$ cat config.mk
export PLATFORM = sky130hd
export DESIGN_NAME = uart_alu_sequencer_flat
export DESIGN_NICKNAME = d
export VERILOG_FILES = /design/src/rtl/uart_alu_sequencer_if.sv /design/src/rtl/uart_alu_sequencer.sv /design/src/flat_wrapper.sv
export SDC_FILE = /design/constraint.sdc
export NUM_CORES = 1
export LEC_CHECK = 0
export ABC_AREA = 0
export CAP_MARGIN = 20
export CELL_PAD_IN_SITES_DETAIL_PLACEMENT = 1
export CELL_PAD_IN_SITES_GLOBAL_PLACEMENT = 2
export CORE_ASPECT_RATIO = 1.75
export CORE_MARGIN = 2
export CORE_UTILIZATION = 25
export CTS_CLUSTER_SIZE = 25
export DETAILED_ROUTE_END_ITERATION = 7
export DONT_BUFFER_PORTS = 1
export GPL_TIMING_DRIVEN = 0
export HOLD_SLACK_MARGIN = 0.06
export PLACE_DENSITY_LB_ADDON = 0.1
export SYNTH_ARGS = -nofsm -noshare
export SYNTH_HDL_FRONTEND = slang
export SYNTH_SLANG_ARGS = --single-unit
$ cat constraint.sdc
create_clock -name clk -period 6.07 [get_ports clk]
set_input_delay 1.214 -clock clk [delete_from_list [all_inputs] [get_ports clk]]
set_output_delay 1.214 -clock clk [all_outputs]
set_load 0.01 [all_outputs]
$ cat src/rtl/uart_alu_sequencer_if.sv
// Handshake bundle between the UART rx/tx, the ALU and the command sequencer.
// The sequencer takes the slave side; whatever drives the UART/ALU side takes the master side.
interface uart_alu_sequencer_if #(
  parameter int DBIT = 8
);
  logic                   rx_done_tick;
  logic [DBIT-1:0]        rx_data;
  logic                   tx_done_tick;
  logic [DBIT-1:0]        alu_result;
  logic signed [DBIT-1:0] a;
  logic signed [DBIT-1:0] b;
  logic [5:0]             op;
  logic [DBIT-1:0]        tx_data;
  logic                   tx_start;
  logic                   busy;
  logic                   overrun;

  modport master (
    output rx_done_tick, rx_data,
    output tx_done_tick, alu_result,
    input  a, b, op, tx_data,
    input  tx_start, busy, overrun
  );

  modport slave (
    input  rx_done_tick, rx_data,
    input  tx_done_tick, alu_result,
    output a, b, op, tx_data,
    output tx_start, busy, overrun
  );
endinterface

$ cat src/rtl/uart_alu_sequencer.sv
// Collects an (A, B, opcode) frame from the UART receiver, runs it through the
// registered ALU and hands exactly one result (or error) byte to the transmitter.
module uart_alu_sequencer #(
  parameter int              DBIT     = 8,
  parameter int              ALU_LAT  = 2,
  parameter int              TIMEOUT  = 1000000,
  parameter logic [DBIT-1:0] ERR_CODE = 8'hFF
) (
  input logic              clk,
  input logic              reset,
  uart_alu_sequencer_if.slave bus
);

  localparam int TW = (TIMEOUT > 1) ? $clog2(TIMEOUT) : 1;
  localparam int LW = (ALU_LAT > 0) ? $clog2(ALU_LAT + 1) : 1;
  localparam logic [TW-1:0] TMAX = TW'(TIMEOUT - 1);
  localparam logic [LW-1:0] LMAX = LW'(ALU_LAT);
  localparam logic [5:0]    OP_ADD = 6'b100000;

  typedef enum logic [2:0] {
    IDLE,
    GET_B,
    GET_OP,
    EXEC,
    SEND,
    WAIT_TX
  } state_t;

  state_t          state_q, state_d;
  logic [DBIT-1:0] a_q, a_d;
  logic [DBIT-1:0] b_q, b_d;
  logic [5:0]      op_q, op_d;
  logic [DBIT-1:0] tx_data_q, tx_data_d;
  logic            tx_start_q, tx_start_d;
  logic            busy_q, busy_d;
  logic            ovr_q, ovr_d;
  logic [TW-1:0]   tmo_q, tmo_d;
  logic [LW-1:0]   lat_q, lat_d;
  logic            op_ok;
  logic            tick;
  logic            in_exec;

  assign tick = bus.rx_done_tick;

  always_comb begin
    op_ok = 1'b0;
    if ((bus.rx_data >> 6) == '0) begin
      case (bus.rx_data[5:0])
        6'b100000, 6'b100010,
        6'b100100, 6'b100101,
        6'b100110, 6'b100111,
        6'b000011, 6'b000010: op_ok = 1'b1;
        default:              op_ok = 1'b0;
      endcase
    end
  end

  always_comb begin
    state_d   = state_q;
    a_d       = a_q;
    b_d       = b_q;
    op_d      = op_q;
    tx_data_d = tx_data_q;
    tmo_d     = tmo_q;
    lat_d     = lat_q;
    ovr_d     = ovr_q;
    unique case (state_q)
      IDLE: begin
        if (tick) begin
          a_d     = bus.rx_data;
          tmo_d   = '0;
          state_d = GET_B;
        end
      end
      GET_B: begin
        if (tick) begin
          b_d     = bus.rx_data;
          tmo_d   = '0;
          state_d = GET_OP;
        end else if (tmo_q == TMAX) begin
          tmo_d   = '0;
          state_d = IDLE;
        end else begin
          tmo_d = tmo_q + TW'(1);
        end
      end
      GET_OP: begin
        if (tick) begin
          tmo_d = '0;
          if (op_ok) begin
            op_d    = bus.rx_data[5:0];
            lat_d   = '0;
            state_d = EXEC;
          end else begin
            tx_data_d = ERR_CODE;
            state_d   = SEND;
          end
        end else if (tmo_q == TMAX) begin
          tmo_d   = '0;
          state_d = IDLE;
        end else begin
          tmo_d = tmo_q + TW'(1);
        end
      end
      EXEC: begin
        if (lat_q == LMAX) begin
          tx_data_d = bus.alu_result;
          state_d   = SEND;
        end else begin
          lat_d = lat_q + LW'(1);
        end
      end
      SEND: state_d = WAIT_TX;
      WAIT_TX: begin
        if (bus.tx_done_tick) state_d = IDLE;
      end
      default: state_d = IDLE;
    endcase
    // bytes arriving while a frame is in flight are lost
    in_exec = (state_q == EXEC) || (state_q == SEND) ||
              (state_q == WAIT_TX);
    if (tick && in_exec) ovr_d = 1'b1;
    tx_start_d = (state_d == SEND);
    busy_d     = (state_d == EXEC) || (state_d == SEND) ||
                 (state_d == WAIT_TX);
  end

  always_ff @(posedge clk or negedge reset) begin
    if (!reset) begin
      state_q    <= IDLE;
      a_q        <= '0;
      b_q        <= '0;
      op_q       <= OP_ADD;
      tx_data_q  <= '0;
      tx_start_q <= 1'b0;
      busy_q     <= 1'b0;
      ovr_q      <= 1'b0;
      tmo_q      <= '0;
      lat_q      <= '0;
    end else begin
      state_q    <= state_d;
      a_q        <= a_d;
      b_q        <= b_d;
      op_q       <= op_d;
      tx_data_q  <= tx_data_d;
      tx_start_q <= tx_start_d;
      busy_q     <= busy_d;
      ovr_q      <= ovr_d;
      tmo_q      <= tmo_d;
      lat_q      <= lat_d;
    end
  end

  assign bus.a        = a_q;
  assign bus.b        = b_q;
  assign bus.op       = op_q;
  assign bus.tx_data  = tx_data_q;
  assign bus.tx_start = tx_start_q;
  assign bus.busy     = busy_q;
  assign bus.overrun  = ovr_q;

endmodule

$ cat src/flat_wrapper.sv
// flat-port wrapper written by rule: the top's interface ports become plain ports
module uart_alu_sequencer_flat 
#(
  parameter int              DBIT     = 8,
  parameter int              ALU_LAT  = 2,
  parameter int              TIMEOUT  = 1000000,
  parameter logic [DBIT-1:0] ERR_CODE = 8'hFF
)
  (clk, reset, bus_rx_done_tick, bus_rx_data, bus_tx_done_tick, bus_alu_result, bus_a, bus_b, bus_op, bus_tx_data, bus_tx_start, bus_busy, bus_overrun);
  uart_alu_sequencer_if #(.DBIT(DBIT)) bus_i ();
  input logic clk;
  input logic reset;
  input wire logic [$bits(bus_i.rx_done_tick)-1:0] bus_rx_done_tick;
  input wire logic [$bits(bus_i.rx_data)-1:0] bus_rx_data;
  input wire logic [$bits(bus_i.tx_done_tick)-1:0] bus_tx_done_tick;
  input wire logic [$bits(bus_i.alu_result)-1:0] bus_alu_result;
  output wire logic [$bits(bus_i.a)-1:0] bus_a;
  output wire logic [$bits(bus_i.b)-1:0] bus_b;
  output wire logic [$bits(bus_i.op)-1:0] bus_op;
  output wire logic [$bits(bus_i.tx_data)-1:0] bus_tx_data;
  output wire logic [$bits(bus_i.tx_start)-1:0] bus_tx_start;
  output wire logic [$bits(bus_i.busy)-1:0] bus_busy;
  output wire logic [$bits(bus_i.overrun)-1:0] bus_overrun;
  assign bus_i.rx_done_tick = bus_rx_done_tick;
  assign bus_i.rx_data = bus_rx_data;
  assign bus_i.tx_done_tick = bus_tx_done_tick;
  assign bus_i.alu_result = bus_alu_result;
  assign bus_a = bus_i.a;
  assign bus_b = bus_i.b;
  assign bus_op = bus_i.op;
  assign bus_tx_data = bus_i.tx_data;
  assign bus_tx_start = bus_i.tx_start;
  assign bus_busy = bus_i.busy;
  assign bus_overrun = bus_i.overrun;
  uart_alu_sequencer #(.DBIT(DBIT), .ALU_LAT(ALU_LAT), .TIMEOUT(TIMEOUT), .ERR_CODE(ERR_CODE)) u_core (.clk(clk), .reset(reset), .bus(bus_i));
endmodule
==> flow_summary.html <==
<table>
<tr><th>Metric</th><th>Value</th></tr>
<tr><th colspan="2">Clock tree</th></tr>
<tr><td>CTS tree</td><td>built</td></tr>
<tr><td>CTS clk-pin slew, worst paths</td><td>0.06 ns</td></tr>
<tr><td>Clock Tree Buf Depth</td><td>2</td></tr>
<tr><td>Post_cts resized</td><td>0</td></tr>
<tr><td>Post-CTS Setup Repair Bufs</td><td>0</td></tr>
<tr><td>Total number of H-tree levels</td><td>3</td></tr>
<tr><td>Clock latency on the worst-skew pair</td><td>0.33 ns</td></tr>
<tr><td>Sink count of the clock tree</td><td>58</td></tr>
<tr><td>TritonCTS Buffers</td><td>9</td></tr>
<tr><td>Root Driver</td><td>sky130_fd_sc_hd__clkbuf_16</td></tr>
<tr><td>Hold buffer count at CTS</td><td>0</td></tr>
<tr><th colspan="2">Global route</th></tr>
<tr><td>Maximum number of pins on one net before global-route repair</td><td>59</td></tr>
<tr><td>Vias in the first global route</td><td>2,214</td></tr>
<tr><td>Initial antenna violation count</td><td>0</td></tr>
<tr><td>Global-route wire length before repair</td><td>12.5 mm</td></tr>
<tr><td>Total routing resource utilization after global routing</td><td>0.137</td></tr>
<tr><td>Sum of overflow across all layers after global routing</td><td>0</td></tr>
<tr><th colspan="2">Min path</th></tr>
<tr><td>Type of the tightest min-delay check</td><td>flip-flop to flip-flop</td></tr>
<tr><td>Hold Path Cell Cnt</td><td>1</td></tr>
<tr><td>End of the worst hold path</td><td>u_core.lat_q[0]$_DFFE_PN0P_</td></tr>
<tr><td>Launch instance of the worst min-delay path</td><td>u_core.lat_q[0]$_DFFE_PN0P_</td></tr>
<tr><th colspan="2">Place</th></tr>
<tr><td>I/O Buffers</td><td>0</td></tr>
<tr><td>Placed instance area</td><td>0.00291 sq mm</td></tr>
<tr><td># placed instances</td><td>397</td></tr>
<tr><td>Gp weighted congestion</td><td>0.681</td></tr>
<tr><td>Estimated wirelength of the detail-placed design</td><td>5.54 mm</td></tr>
<tr><th colspan="2">Setup path</th></tr>
<tr><td>Worst path max stage delay</td><td>0.73 ns</td></tr>
<tr><td>R2r setup slk</td><td>3.66 ns</td></tr>
<tr><td>Required @ worst endpoint</td><td>6.26 ns</td></tr>
<tr><td>Reg-to-reg startpoint</td><td>u_core.state_q[0]$_DFF_PN0_</td></tr>
<tr><td>Worst EP arrival</td><td>3.12 ns</td></tr>
<tr><td>Number of cell instances on the worst register-to-register path</td><td>7</td></tr>
<tr><td>Chain of cells forming the critical path</td><td>nor4_1 -&gt; o211ai_1 -&gt; a22oi_1 -&gt; clkbuf_1 -&gt; a21oi_1</td></tr>
<tr><td>Cell at the slowest stage of the critical path</td><td>sky130_fd_sc_hd__a22oi_1</td></tr>
<tr><td>Critical Path Sink Type</td><td>flip-flop</td></tr>
<tr><td>Critical R2R Capture</td><td>u_core.bus.tx_data[6]$_DFFE_PN0P_</td></tr>
<tr><td>Crit Path Class</td><td>input port to flip-flop</td></tr>
<tr><td>Startpoint Class</td><td>input port</td></tr>
<tr><td>Top fanout value on the critical path</td><td>10</td></tr>
<tr><th colspan="2">Drt</th></tr>
<tr><td>Count of vias placed by the detailed router</td><td>2,063</td></tr>
<tr><td>WL final</td><td>7.65 mm</td></tr>
<tr><td>DRT antenna net count</td><td>0</td></tr>
<tr><td>Pre-Repair DR Iteration Count</td><td>4</td></tr>
<tr><td>Detailed-route DRC error count</td><td>0</td></tr>
<tr><td>Number of design-rule violations left by the first detailed-router iteration</td><td>50</td></tr>
<tr><td>Vias per cell</td><td>5.00</td></tr>
<tr><td>Average wire per standard cell</td><td>18.5 um</td></tr>
<tr><th colspan="2">Logic synthesis</th></tr>
<tr><td>Share of the synthesized area in the top cell type</td><td>0.520</td></tr>
<tr><td>Synthesis Warnings</td><td>0</td></tr>
<tr><td>Cell type contributing the most total cell area after synthesis</td><td>sky130_fd_sc_hd__dfrtp_1</td></tr>
<tr><td>Count of state elements after synthesis</td><td>58</td></tr>
<tr><td>Number of synthesized flops with an enable pin</td><td>0</td></tr>
<tr><td>Cell area after synthesis</td><td>0.00274 sq mm</td></tr>
<tr><td>Most frequently used flop master after synthesis</td><td>sky130_fd_sc_hd__dfrtp_1</td></tr>
<tr><td>Ranking of synthesized cells by area</td><td>sky130_fd_sc_hd__dfrtp_1, sky130_fd_sc_hd__mux2_2, sky130_fd_sc_hd__a21oi_1, sky130_fd_sc_hd__nand2_1, sky130_fd_sc_hd__a31oi_1</td></tr>
<tr><td>Fraction of registers with async set/reset</td><td>1.00</td></tr>
<tr><td>Yosys cell types</td><td>42</td></tr>
<tr><td>Number of instances in the synthesized netlist</td><td>266</td></tr>
<tr><td>Avg Cell Area, Syn</td><td>10.3 sq um</td></tr>
<tr><td>Post-Syn Nets</td><td>288</td></tr>
<tr><td>Post-synthesis sequential area ratio</td><td>0.530</td></tr>
<tr><th colspan="2">Final layout</th></tr>
<tr><td>Number of nets in the layout</td><td>300</td></tr>
<tr><td>Fraction of layout instances using a drive strength above 1</td><td>0.159</td></tr>
<tr><td>Cell Count, Final, Fillers Out</td><td>413</td></tr>
<tr><td>Antenna diodes</td><td>0</td></tr>
<tr><td>Area of all placed cells without fillers</td><td>0.00319 sq mm</td></tr>
<tr><td>Most common cell after layout, fill and taps aside</td><td>sky130_fd_sc_hd__dfrtp_1</td></tr>
<tr><td>Storage element area</td><td>0.00145 sq mm</td></tr>
<tr><td>Most frequent cells in the layout</td><td>sky130_fd_sc_hd__dfrtp_1, sky130_fd_sc_hd__nand2_1, sky130_fd_sc_hd__a21oi_1</td></tr>
<tr><td>Final core utilization</td><td>0.298</td></tr>
<tr><td>Layout filler cell count</td><td>1,207</td></tr>
<tr><td>Multi-input combinational cell area</td><td>0.00116 sq mm</td></tr>
<tr><td>Area added between synthesis and finish</td><td>16.1%</td></tr>
<tr><th colspan="2">Timing</th></tr>
<tr><td>Min Clock Period, post-route</td><td>2.92 ns</td></tr>
<tr><td>Fmax</td><td>342 MHz</td></tr>
<tr><td>Fraction of the cycle the final worst path needs</td><td>0.482</td></tr>
<tr><td>Unrepaired setup endpoints after global routing</td><td>no</td></tr>
<tr><td>Final count of negative-setup-slack endpoints</td><td>0</td></tr>
<tr><td>Transition time at the pin with the least slew margin</td><td>1.00 ns</td></tr>
<tr><td>Hold Fails Final Rpt</td><td>0</td></tr>
<tr><td>Accumulated negative setup slack</td><td>0 ns</td></tr>
<tr><td>Worst max-slew margin expressed relative to the limit</td><td>0.327</td></tr>
<tr><td>Final Skew</td><td>0.00722 ns</td></tr>
<tr><td>Final Slew Violations</td><td>0</td></tr>
<tr><th colspan="2">Floorplan</th></tr>
<tr><td>Total Die Area</td><td>0.0119 sq mm</td></tr>
<tr><td>Standard-cell rows</td><td>50</td></tr>
<tr><td>Width of the die</td><td>83.2 um</td></tr>
<tr><td>Core area</td><td>0.0107 sq mm</td></tr>
<tr><td>Initial core utilization</td><td>0.256</td></tr>
<tr><td>I/O Pins</td><td>53</td></tr>
<tr><td>Overall die height</td><td>143 um</td></tr>
<tr><th colspan="2">Flow run</th></tr>
<tr><td>MaxCap Viol Count</td><td>0</td></tr>
<tr><th colspan="2">Power and ir drop</th></tr>
<tr><td>Power share of the clock group</td><td>0.319</td></tr>
<tr><td>P per Cell Area</td><td>453 mW/mm^2</td></tr>
<tr><td>Cell leakage power</td><td>1.33 nW</td></tr>
<tr><td>Tot Pwr</td><td>1.44 mW</td></tr>
<tr><td>Worst IR drop on VDD</td><td>0.168 mV</td></tr>
<tr><td>Switching fraction of total power</td><td>0.358</td></tr>
<tr><td>Cell-internal power</td><td>0.927 mW</td></tr>
<tr><td>Power dissipated by switching net loads</td><td>0.516 mW</td></tr>
<tr><td>Share of power burned in combinational logic</td><td>0.246</td></tr>
<tr><td>Fraction of power consumed by sequential logic</td><td>0.434</td></tr>
<tr><th colspan="2">Status</th></tr>
<tr><td>Outcome</td><td>finished clean</td></tr>
</table>
## cell type report
type                    instances  share of cell area
multi-input cells             181               0.363
inverters                      13              0.0153
plain buffers                  14              0.0263
well taps                     130              0.0511
repair buffers                  1             0.00236
clock buffers                  10              0.0719
clock inverters                 6              0.0137
flip-flops and latches         58               0.456
## stage by stage
| stage | hold WS [ns] | setup slack, ns |
|---|---|---|
| floorplan | 0.461 | 3.45 |
| global placement | 0.483 | 2.73 |
| detailed placement | 0.485 | 2.69 |
| CTS | 0.496 | 3.02 |
| global route | 0.534 | 2.84 |
| finish | 0.494 | 3.15 |
## synthesized netlist by cell type, types with 3 or more instances
cell type,instances
sky130_fd_sc_hd__a21oi_1,21
sky130_fd_sc_hd__a22o_1,4
sky130_fd_sc_hd__a31oi_1,12
sky130_fd_sc_hd__and2_1,3
sky130_fd_sc_hd__buf_6,4
sky130_fd_sc_hd__clkbuf_1,9
sky130_fd_sc_hd__dfrtp_1,57
sky130_fd_sc_hd__inv_1,13
sky130_fd_sc_hd__mux2_2,20
sky130_fd_sc_hd__mux2i_1,3
sky130_fd_sc_hd__nand2_1,25
sky130_fd_sc_hd__nand2b_1,5
sky130_fd_sc_hd__nand3_1,13
sky130_fd_sc_hd__nand4_1,8
sky130_fd_sc_hd__nor2_1,10
sky130_fd_sc_hd__nor3_1,12
sky130_fd_sc_hd__nor4_1,5
sky130_fd_sc_hd__o21ai_0,9
## power by group through the flow
stage	Sequential, mW	Clock [mW]	Combinational (mW)
after CTS	0.632	0.480	0.369
after floorplan	0.607	0	0.270
after detailed placement	0.639	0	0.368
after global placement	0.635	0	0.357
after global routing	0.642	0.496	0.405
final	0.627	0.461	0.356
## cells by family (layout without fill, tap and decap cells)
kind of cell,Yosys count,count (layout),synth area share
AOI/OAI and AO/OA,59,59,0.133
xor gates and xnor gates,3,3,0.00958
adders and majority gates,2,2,0.00912
buffers and inverters,27,44,0.0484
DFF,58,58,0.530
muxes,23,23,0.0931
and+or+nand+nor,94,94,0.177
## worst max-delay path, delay by kind of cell
kind                   cells  cell delay, ns
AOI/OAI and AO/OA          3            1.12
buffers and inverters      1            0.43
and+or+nand+nor            1            0.36
## state kept, by name (all words and copies together) (netlist names)
register,count
u_core.bus.tx_start,1
u_core.bus.op,6
u_core.bus.b,8
u_core.bus.overrun,1
u_core.tmo_q,20
u_core.state_q,3
u_core.lat_q,2
u_core.bus.a,8
u_core.bus.busy,1
u_core.bus.tx_data,8
## layer usage
layer,track usage,share of wire,wire length (um)
met4,0.0621,0.016,125
met5,0,0,0
met3,0.0302,0.025,194
met2,0.261,0.58,4440
met1,0.142,0.38,2890
## worst max-delay path by stage
| stage | start | end | depth (start not counted) |
|---|---|---|---|
| 2_1_floorplan | bus_rx_data[7] | u_core.bus.tx_data[0]$_DFFE_PN0P_ | 5 |
| 3_3_place_gp | bus_rx_data[7] | u_core.bus.tx_data[6]$_DFFE_PN0P_ | 5 |
| 4_1_cts | bus_rx_data[7] | u_core.bus.tx_data[2]$_DFFE_PN0P_ | 5 |
| 3_5_place_dp | bus_rx_data[7] | u_core.bus.tx_data[2]$_DFFE_PN0P_ | 5 |
| 5_1_grt | bus_rx_data[7] | u_core.bus.tx_data[2]$_DFFE_PN0P_ | 5 |
| 6_report | bus_rx_data[7] | u_core.bus.tx_data[6]$_DFFE_PN0P_ | 5 |
Power figures use the tool's default switching activity.
